[config.mk]
export PLATFORM = sky130hd
export DESIGN_NAME = wb_regfile_flat
export DESIGN_NICKNAME = d
export VERILOG_FILES = /design/src/rtl/wb_regfile_if.sv /design/src/rtl/wb_regfile.sv /design/src/flat_wrapper.sv
export SDC_FILE = /design/constraint.sdc
export NUM_CORES = 2
export LEC_CHECK = 0
export BUFFER_PORTS_ARGS = -buffer_cell sky130_fd_sc_hd__buf_4
export CORE_UTILIZATION = 39
export DETAILED_ROUTE_END_ITERATION = 10
export PLACE_DENSITY = 0.54
export SYNTH_ARGS = -nofsm -noshare
export SYNTH_HDL_FRONTEND = slang
export SYNTH_SLANG_ARGS = --single-unit
export TNS_END_PERCENT = 10
[constraint.sdc]
create_clock -name clk -period 3.5 [get_ports clk]
set_input_delay 0.525 -clock clk [delete_from_list [all_inputs] [get_ports clk]]
set_output_delay 0.525 -clock clk [all_outputs]
set_load 0.005 [all_outputs]
[src/rtl/wb_regfile_if.sv]
// wb_regfile_if: MEM/WB writeback and ID read-port bundle.
//   master: drives the wb_* writeback controls and the rs/rt read addresses.
//   slave : the register file; returns the read data, the writeback value and the debug state.
interface wb_regfile_if #(parameter int DATA_W = 32);
    logic [DATA_W-1:0] wb_readvalue;
    logic [DATA_W-1:0] wb_aluvalue;
    logic [4:0]        wb_rd;
    logic              wb_memtoreg;
    logic              wb_regwrite;
    logic [4:0]        rs_addr;
    logic [4:0]        rt_addr;
    logic [DATA_W-1:0] rs_data;
    logic [DATA_W-1:0] rt_data;
    logic [DATA_W-1:0] wb_data;
    logic [31:0]       wr_count;
    logic [4:0]        last_rd;
    logic [DATA_W-1:0] last_data;

    modport master (
        output wb_readvalue, wb_aluvalue, wb_rd, wb_memtoreg, wb_regwrite, rs_addr, rt_addr,
        input  rs_data, rt_data, wb_data, wr_count, last_rd, last_data
    );
    modport slave (
        input  wb_readvalue, wb_aluvalue, wb_rd, wb_memtoreg, wb_regwrite, rs_addr, rt_addr,
        output rs_data, rt_data, wb_data, wr_count, last_rd, last_data
    );
endinterface

[src/rtl/wb_regfile.sv]
// wb_regfile: writeback mux plus a 32 x DATA_W register file with write-through read ports.
//   clk   : rising-edge clock
//   rst_n : asynchronous active-low reset; clears the array, the counter and the last-write capture
//   bus   : wb_regfile_if slave; wb_* writeback inputs, rs/rt read ports, wb_data, wr_count, last_rd, last_data
module wb_regfile #(
    parameter int DATA_W = 32,
    parameter int NREG   = 32
) (
    input logic         clk,
    input logic         rst_n,
    wb_regfile_if.slave bus
);
    logic [DATA_W-1:0] r_regs [NREG];
    logic [31:0]       r_wr_count;
    logic [4:0]        r_last_rd;
    logic [DATA_W-1:0] r_last_data;
    logic [DATA_W-1:0] w_wb_data;
    logic              w_commit;

    assign w_wb_data = bus.wb_memtoreg ? bus.wb_readvalue : bus.wb_aluvalue;
    assign w_commit  = bus.wb_regwrite && bus.wb_rd != 5'd0;

    always_ff @(posedge clk or negedge rst_n) begin
        if (!rst_n) begin
            for (int i = 0; i < NREG; i++) r_regs[i] <= '0;
            r_wr_count  <= '0;
            r_last_rd   <= '0;
            r_last_data <= '0;
        end else if (w_commit) begin
            r_regs[bus.wb_rd] <= w_wb_data;
            r_wr_count        <= r_wr_count + 32'd1;
            r_last_rd         <= bus.wb_rd;
            r_last_data       <= w_wb_data;
        end
    end

    // rst_n gating keeps the bypass path from leaking wb_data while the array is held clear
    always_comb begin
        bus.rs_data = (!rst_n || bus.rs_addr == 5'd0) ? '0 :
                      (w_commit && bus.rs_addr == bus.wb_rd) ? w_wb_data : r_regs[bus.rs_addr];
        bus.rt_data = (!rst_n || bus.rt_addr == 5'd0) ? '0 :
                      (w_commit && bus.rt_addr == bus.wb_rd) ? w_wb_data : r_regs[bus.rt_addr];
    end

    assign bus.wb_data   = w_wb_data;
    assign bus.wr_count  = r_wr_count;
    assign bus.last_rd   = r_last_rd;
    assign bus.last_data = r_last_data;
endmodule

[src/flat_wrapper.sv]
// flat-port wrapper written by rule: the top's interface ports become plain ports
module wb_regfile_flat 
#(
    parameter int DATA_W = 32,
    parameter int NREG   = 32
)
  (clk, rst_n, bus_wb_readvalue, bus_wb_aluvalue, bus_wb_rd, bus_wb_memtoreg, bus_wb_regwrite, bus_rs_addr, bus_rt_addr, bus_rs_data, bus_rt_data, bus_wb_data, bus_wr_count, bus_last_rd, bus_last_data);
  wb_regfile_if #(.DATA_W(DATA_W)) bus_i ();
  input logic clk;
  input logic rst_n;
  input wire logic [$bits(bus_i.wb_readvalue)-1:0] bus_wb_readvalue;
  input wire logic [$bits(bus_i.wb_aluvalue)-1:0] bus_wb_aluvalue;
  input wire logic [$bits(bus_i.wb_rd)-1:0] bus_wb_rd;
  input wire logic [$bits(bus_i.wb_memtoreg)-1:0] bus_wb_memtoreg;
  input wire logic [$bits(bus_i.wb_regwrite)-1:0] bus_wb_regwrite;
  input wire logic [$bits(bus_i.rs_addr)-1:0] bus_rs_addr;
  input wire logic [$bits(bus_i.rt_addr)-1:0] bus_rt_addr;
  output wire logic [$bits(bus_i.rs_data)-1:0] bus_rs_data;
  output wire logic [$bits(bus_i.rt_data)-1:0] bus_rt_data;
  output wire logic [$bits(bus_i.wb_data)-1:0] bus_wb_data;
  output wire logic [$bits(bus_i.wr_count)-1:0] bus_wr_count;
  output wire logic [$bits(bus_i.last_rd)-1:0] bus_last_rd;
  output wire logic [$bits(bus_i.last_data)-1:0] bus_last_data;
  assign bus_i.wb_readvalue = bus_wb_readvalue;
  assign bus_i.wb_aluvalue = bus_wb_aluvalue;
  assign bus_i.wb_rd = bus_wb_rd;
  assign bus_i.wb_memtoreg = bus_wb_memtoreg;
  assign bus_i.wb_regwrite = bus_wb_regwrite;
  assign bus_i.rs_addr = bus_rs_addr;
  assign bus_i.rt_addr = bus_rt_addr;
  assign bus_rs_data = bus_i.rs_data;
  assign bus_rt_data = bus_i.rt_data;
  assign bus_wb_data = bus_i.wb_data;
  assign bus_wr_count = bus_i.wr_count;
  assign bus_last_rd = bus_i.last_rd;
  assign bus_last_data = bus_i.last_data;
  wb_regfile #(.DATA_W(DATA_W), .NREG(NREG)) u_core (.clk(clk), .rst_n(rst_n), .bus(bus_i));
endmodule
After elaboration in Yosys (flattened, before gate mapping)
Cells that the tools add are included.
- add/sub/neg operators: 1
- $lt $le $gt $ge: 4
- equal/unequal tests: 2
- mux-type cells: 14
- bitwise logic cells: 3
- reductions and logical operators: 10
- operators by type and width (operator ; number):
    $bwmux W1024 ; 1
    $bmux W32 S5 ; 2
    $mux W32 ; 10
    $demux W32 S5 ; 1
    $add A32 B1 Y32 const B ; 1
    $ge A6 B6 Y1 const B ; 3
    $not A5 Y6 ; 3
    $eq A5 B5 Y1 ; 2
    $logic_not A5 Y1 ; 2
    $lt A6 B1 Y1 const B ; 1
    $reduce_bool A5 Y1 ; 1
    $logic_and A1 B1 Y1 ; 4
    $logic_or A1 B1 Y1 ; 2
    $logic_not A1 Y1 ; 1
- bits in registers: 1093
- bits of input ports: 83
- output and inout port bits: 165
- word-level logic and storage cells: 69

Depth between registers and ports, before layout
- word-level depth: 6
- mapped depth: 9
- gate-level depth less buffers: 6

Worst setup path before layout
OpenSTA, ideal clock, no wires.
- path type: input to output
- start point: input bus_rs_addr[1]
- end point: output bus_rs_data[14]
- arrival time: 2006 ps
- required time: 2975 ps
- setup slack: 969 ps
- stages on the path: 8
- path buffers: 3
- cells stage by stage: buf_2 > buf_6 > buf_2 > mux4_2 > mux2i_1 > a22oi_1 > nand3_1 > o21ai_0
- word-level cells in the longest chain between the ends: 6
- elaborated cells between the ends (all ways): 10
- those cells by class: eq/ne (1); mux (5); bitwise (1); reduce/logical (3)
- RTL lines (item ; line ; RTL):
    start, declared ; flat_wrapper.sv:16 ; input wire logic [$bits(bus_i.rs_addr)-1:0] bus_rs_addr;
    $not A5 Y6 (implied by the code) ; wb_regfile.sv:40 ; (w_commit && bus.rs_addr == bus.wb_rd) ? w_wb_data : r_regs[bus.rs_addr];
    $bmux W32 S5 ; wb_regfile.sv:40 ;
    $mux W32 (implied by the code) (2 in a row) ; wb_regfile.sv:40 ;
    $mux W32 ; wb_regfile.sv:40 ;
    $mux W32 (*) ; wb_regfile.sv:39 ; bus.rs_data = (!rst_n || bus.rs_addr == 5'd0) ? '0 :
    end, declared ; flat_wrapper.sv:18 ; output wire logic [$bits(bus_i.rs_data)-1:0] bus_rs_data;
Mark *: on every way between the ends. The rest lies on a longest branch, timed or not. The select of a mux whose other input is x is not followed.

Worst setup path in the final report
- start point: input bus_rt_addr[2]
- end point: output bus_rt_data[8]
- word-level cells in the longest chain between the ends: 6
- elaborated cells between the ends (all ways): 10
- those cells by class: eq/ne (1); mux (5); bitwise (1); reduce/logical (3)
- RTL lines (item ; line ; RTL):
    start, declared ; flat_wrapper.sv:17 ; input wire logic [$bits(bus_i.rt_addr)-1:0] bus_rt_addr;
    $not A5 Y6 (implied by the code) ; wb_regfile.sv:42 ; (w_commit && bus.rt_addr == bus.wb_rd) ? w_wb_data : r_regs[bus.rt_addr];
    $bmux W32 S5 ; wb_regfile.sv:42 ;
    $mux W32 (implied by the code) (2 in a row) ; wb_regfile.sv:42 ;
    $mux W32 ; wb_regfile.sv:42 ;
    $mux W32 (*) ; wb_regfile.sv:41 ; bus.rt_data = (!rst_n || bus.rt_addr == 5'd0) ? '0 :
    end, declared ; flat_wrapper.sv:19 ; output wire logic [$bits(bus_i.rt_data)-1:0] bus_rt_data;
Marks and branches as above.

==> impl_summary.txt <==
----------------------------------------------------
[Critical path]
  Number of cells on the critical path ... 9
  Arrival time at the worst endpoint ... 2970 ps
  Maximum fanout along the worst path ... 16
  Category of the worst setup path launch point ... primary input
  Cells traversed along the worst timing path ... buf_4 > buf_4 > nand3b_1 > buf_4 > o22ai_1 > nor4_1 > buf_4 > a22o_1 > buf_4
  Worst path slowest cell ... sky130_fd_sc_hd__nor4_1
  Crit-path max cell delay ... around 740 ps
  Required time at the worst-slack endpoint ... 2970 ps
  Nature of the critical path endpoint ... primary output
  Top Family by Delay on Critical Path ... buffers and inverters
  Logic depth of the worst register-to-register path ... 5
  Number of buffers and inverters on the critical path ... 5
  Most common cell type on the critical path ... sky130_fd_sc_hd__buf_4
  Path type of the worst setup path ... primary input to primary output

[Layout]
  Count of nets after finishing ... 5,284
  Filler cell count ... about 13,000
  Highest-count cells in the layout ignoring fill and taps ... sky130_fd_sc_hd__dfrtp_1 (1,093), sky130_fd_sc_hd__nand2_1 (678), sky130_fd_sc_hd__o21ai_0 (634)
  Fraction of the core area covered by cells at the end of the flow ... 46.1%
  Most common cell after layout, fill and taps aside ... sky130_fd_sc_hd__dfrtp_1
  Final cell count without fillers ... about 7,200
  Area Overhead vs Synth ... 17.2%
  Share of layout cells above drive strength 1 ... 22.8%

[STA]
  Max-slew headroom ... 30.7%
  Setup repair after global routing missed its margin ... no
  Final-layout setup total negative slack ... 0 ps
  Endpoints failing hold ... 0
  Post-route minimum period ... 3490 ps
  Worst Skew ... 9.70 ps
  Part of the cycle the worst path needs ... 99.8%
  Highest clock rate ... 0.286 GHz
  Pins Over Slew Limit ... 0
  Final setup violation count ... 0
  Transition time at the pin with the least slew margin ... 1040 ps

[Power and ir drop]
  Standby leakage power ... 28.4 nW
  Areal power density over the cells ... approximately 600 nW/um^2
  Peak supply drop ... about 0.42 mV
  Total power after layout ... 0.0382 W

[Logic synthesis]
  Count of cell types in the netlist ... 58
  Gate count after technology mapping ... 5,107
  Synthesized flop and latch total ... 1,093
  Netlist Area Pre-Place ... 55,600 um^2
  Synth warn ... 0
  Synth async-reset ratio ... 100%
  Number of enable flip-flop cells after synthesis ... 0
  Sequential cell area fraction in the yosys report ... roughly 50%
  Average size of a mapped cell ... approximately 11 um^2
  Syn_nets ... about 5,200
  Top_reg_cell synth ... sky130_fd_sc_hd__dfrtp_1

[Global route]
  Pin count of the biggest net entering global routing ... 157
  Initial antenna violation count ... 11
  Vias in the first global route ... 42,100
  Remaining global-route overflow ... 0
  Global-route total usage across every layer ... 29.2%
  Wire length of the first global-routing pass ... 303,000 um

[Drt]
  Detailed-route DRC error count ... 0
  DRC violation total after the first TritonRoute iteration ... 4,520
  Remaining antenna violation count after routing ... 0
  Detailed-route wire length per cell ... 29.0 um
  Total wire length after detailed routing ... 209,000 um
  Vias after detailed routing ... roughly 43,000
  Number of iterations in the first detailed-routing pass ... 5
  Vias per cell ... 6.00

[CTS]
  Clock sinks ... 1,093
  Clock-pin slew on the worst setup and hold paths ... about 60 ps
  CTS tree ... yes
  Clock latency on the worst-skew pair ... 740 ps
  Number of buffers created by CTS ... 119
  Master cell of the clock root buffer ... sky130_fd_sc_hd__clkbuf_16
  Max Root-Sink Buffers ... 3
  Post-CTS setup buffer count ... 0
  H-tree levels ... 3

[Outcome]
  Run status ... complete, no violations

[Floorplan]
  I/O pins ... roughly 250
  Site row count ... 138
  Total core area ... 141,000 um^2
  X dimension of the die ... between 300 and 400 um
  Total Die Area ... 144,000 um^2
  Die H ... 379 um
  Starting density of the core ... 39.3%

[Placed design]
  Weighted congestion at the end of routability-driven global placement ... 0.852
  HPWL Detailed ... 129,000 um
  I/O Buffers ... about 250
  Total placed cells including tap cells ... ~7,000

[Hold path]
  Hold Crit Depth ... 3
  Worst hold path type ... primary input to flop

[Flow run]
  Number of maximum-capacitance violations ... 0

----------------------------------------------------
-- cell families after synthesis --
logic type               share of synthesized area (%)
flip-flops                                        49.2
AO/OA/AOI/OAI                                     14.3
buffers and inverters                             4.65
XOR/XNOR                                         0.646
multiplexers                                      21.8
adder cells (fa/ha/maj)                         0.0225
AND/OR/NAND/NOR                                   9.35
-- repair_timing --
item / CTS / global route
pin swaps: 0 / 0
hold buffers: 1 / 0
hold endpoints to repair: 48 / 0
endpoints found under the setup margin: 1 / 1
gates resized for setup: 1 / 1
-- synth_stat cells, types with 2 or more instances --
library cell                count  area (um^2)
sky130_fd_sc_hd__nor3_1         2         10.0
sky130_fd_sc_hd__buf_6          8         90.1
sky130_fd_sc_hd__buf_1         12         45.0
sky130_fd_sc_hd__nand3b_1       7         52.6
sky130_fd_sc_hd__nor3_2         2         20.0
sky130_fd_sc_hd__nand3_1       67          335
sky130_fd_sc_hd__mux2i_1      289         2890
sky130_fd_sc_hd__or2_1          3         18.8
sky130_fd_sc_hd__nand2_1      694         2610
sky130_fd_sc_hd__and2_1         2         12.5
sky130_fd_sc_hd__and4_1         6         52.6
sky130_fd_sc_hd__nor4_1        22          138
sky130_fd_sc_hd__a32o_1        11          110
sky130_fd_sc_hd__a2111oi_4      2         55.1
sky130_fd_sc_hd__nor2_1       420         1580
sky130_fd_sc_hd__o21ai_1       42          210
sky130_fd_sc_hd__and3_1         3         18.8
sky130_fd_sc_hd__a22oi_1      149         1120
sky130_fd_sc_hd__buf_4         50          375
sky130_fd_sc_hd__a21oi_1      410         2050
sky130_fd_sc_hd__o221ai_1       5         43.8
sky130_fd_sc_hd__a41o_1        18          180
sky130_fd_sc_hd__inv_1         39          146
sky130_fd_sc_hd__nor2b_1        5         31.3
sky130_fd_sc_hd__or4_1          3         22.5
sky130_fd_sc_hd__o21ai_0      636         3180
sky130_fd_sc_hd__xnor2_1       30          263
sky130_fd_sc_hd__a221oi_1       6         52.6
sky130_fd_sc_hd__buf_2        122          611
sky130_fd_sc_hd__nand4_1       10         62.6
sky130_fd_sc_hd__nor3b_1        4         30.0
sky130_fd_sc_hd__nand2b_1       2         12.5
sky130_fd_sc_hd__clkbuf_1     349         1310
sky130_fd_sc_hd__nor2_2         9         56.3
sky130_fd_sc_hd__dfrtp_1     1093        27400
sky130_fd_sc_hd__a22o_1        22          193
sky130_fd_sc_hd__xor2_1        11         96.3
sky130_fd_sc_hd__mux2_2         6         67.6
sky130_fd_sc_hd__o22ai_1      109          682
sky130_fd_sc_hd__mux4_2       407         9170
sky130_fd_sc_hd__or3b_2         3         26.3
-- tightest hold or removal path, cell delays in order --
cell and delay, ps:
sky130_fd_sc_hd__buf_4 130, sky130_fd_sc_hd__nand2_1 60, sky130_fd_sc_hd__nand2_1 50
-- where the power goes --
| group | switching [W] | total (W) | leakage, nW | internal [W] |
|---|---|---|---|---|
| Combinational | 0.00388 | 0.00793 | 12.6 | 0.00405 |
| Clock | 0.00546 | 0.0131 | 1.99 | 0.00763 |
| Sequential | 0.00201 | 0.0172 | 13.8 | 0.0152 |
-- final cells by class --
type                       count  area [um^2]  share of cell area, %
tap                         1890         2360                   3.63
timing repair buffer         513         5020                   7.70
multi-input combinational   3433        26200                   40.2
sequential                  1093        27400                   42.0
inverter                      40          150                  0.231
antenna                        1         2.50                0.00384
clock buffer                 176         3500                   5.38
clock inverter                42          536                  0.822
-- final timing paths --
path,startpoint,end,slack [ps]
worst min register to register,u_core.r_regs[1016],u_core.r_regs[1016],400
min in group asynchronous,rst_n,u_core.r_regs[897],930
max in group asynchronous,rst_n,u_core.r_regs[530],950
worst max-delay path,bus_rt_addr[2],bus_rt_data[8],6
worst max register to register,u_core.bus.wr_count[2],u_core.bus.wr_count[30],1420
worst min-delay path,bus_wb_regwrite,u_core.bus.last_rd[3],60
-- per-layer routing --
| layer | track usage, % | vias up | part of all wire (%) |
|---|---|---|---|
| met5 | 0 | - | 0.037 |
| met4 | 9.92 | 12 | 3.4 |
| met3 | 6.03 | 384 | 8.1 |
| met2 | 45.7 | 1915 | 47 |
| met1 | 40.3 | 22200 | 42 |
| li1 | - | 18700 | - |
-- flip-flops by register name, indices dropped and copies added, names as in the netlist --
register / cells
u_core.bus.last_rd: 5
u_core.bus.last_data: 32
u_core.r_regs: 1024
u_core.bus.wr_count: 32
-- per-stage QoR --
stage                     instance area [um^2]  setup WS, ps  hold WS [ps]
after floorplan                          55600           969           229
after global placement                   61100         -23.6           378
after detailed placement                 61100         -3.06           383
after CTS                                65100          49.4          12.6
after global routing                     65100          12.3          60.0
final                                    65100          5.78          58.7
No activity file was read; power rests on OpenSTA's default activity.
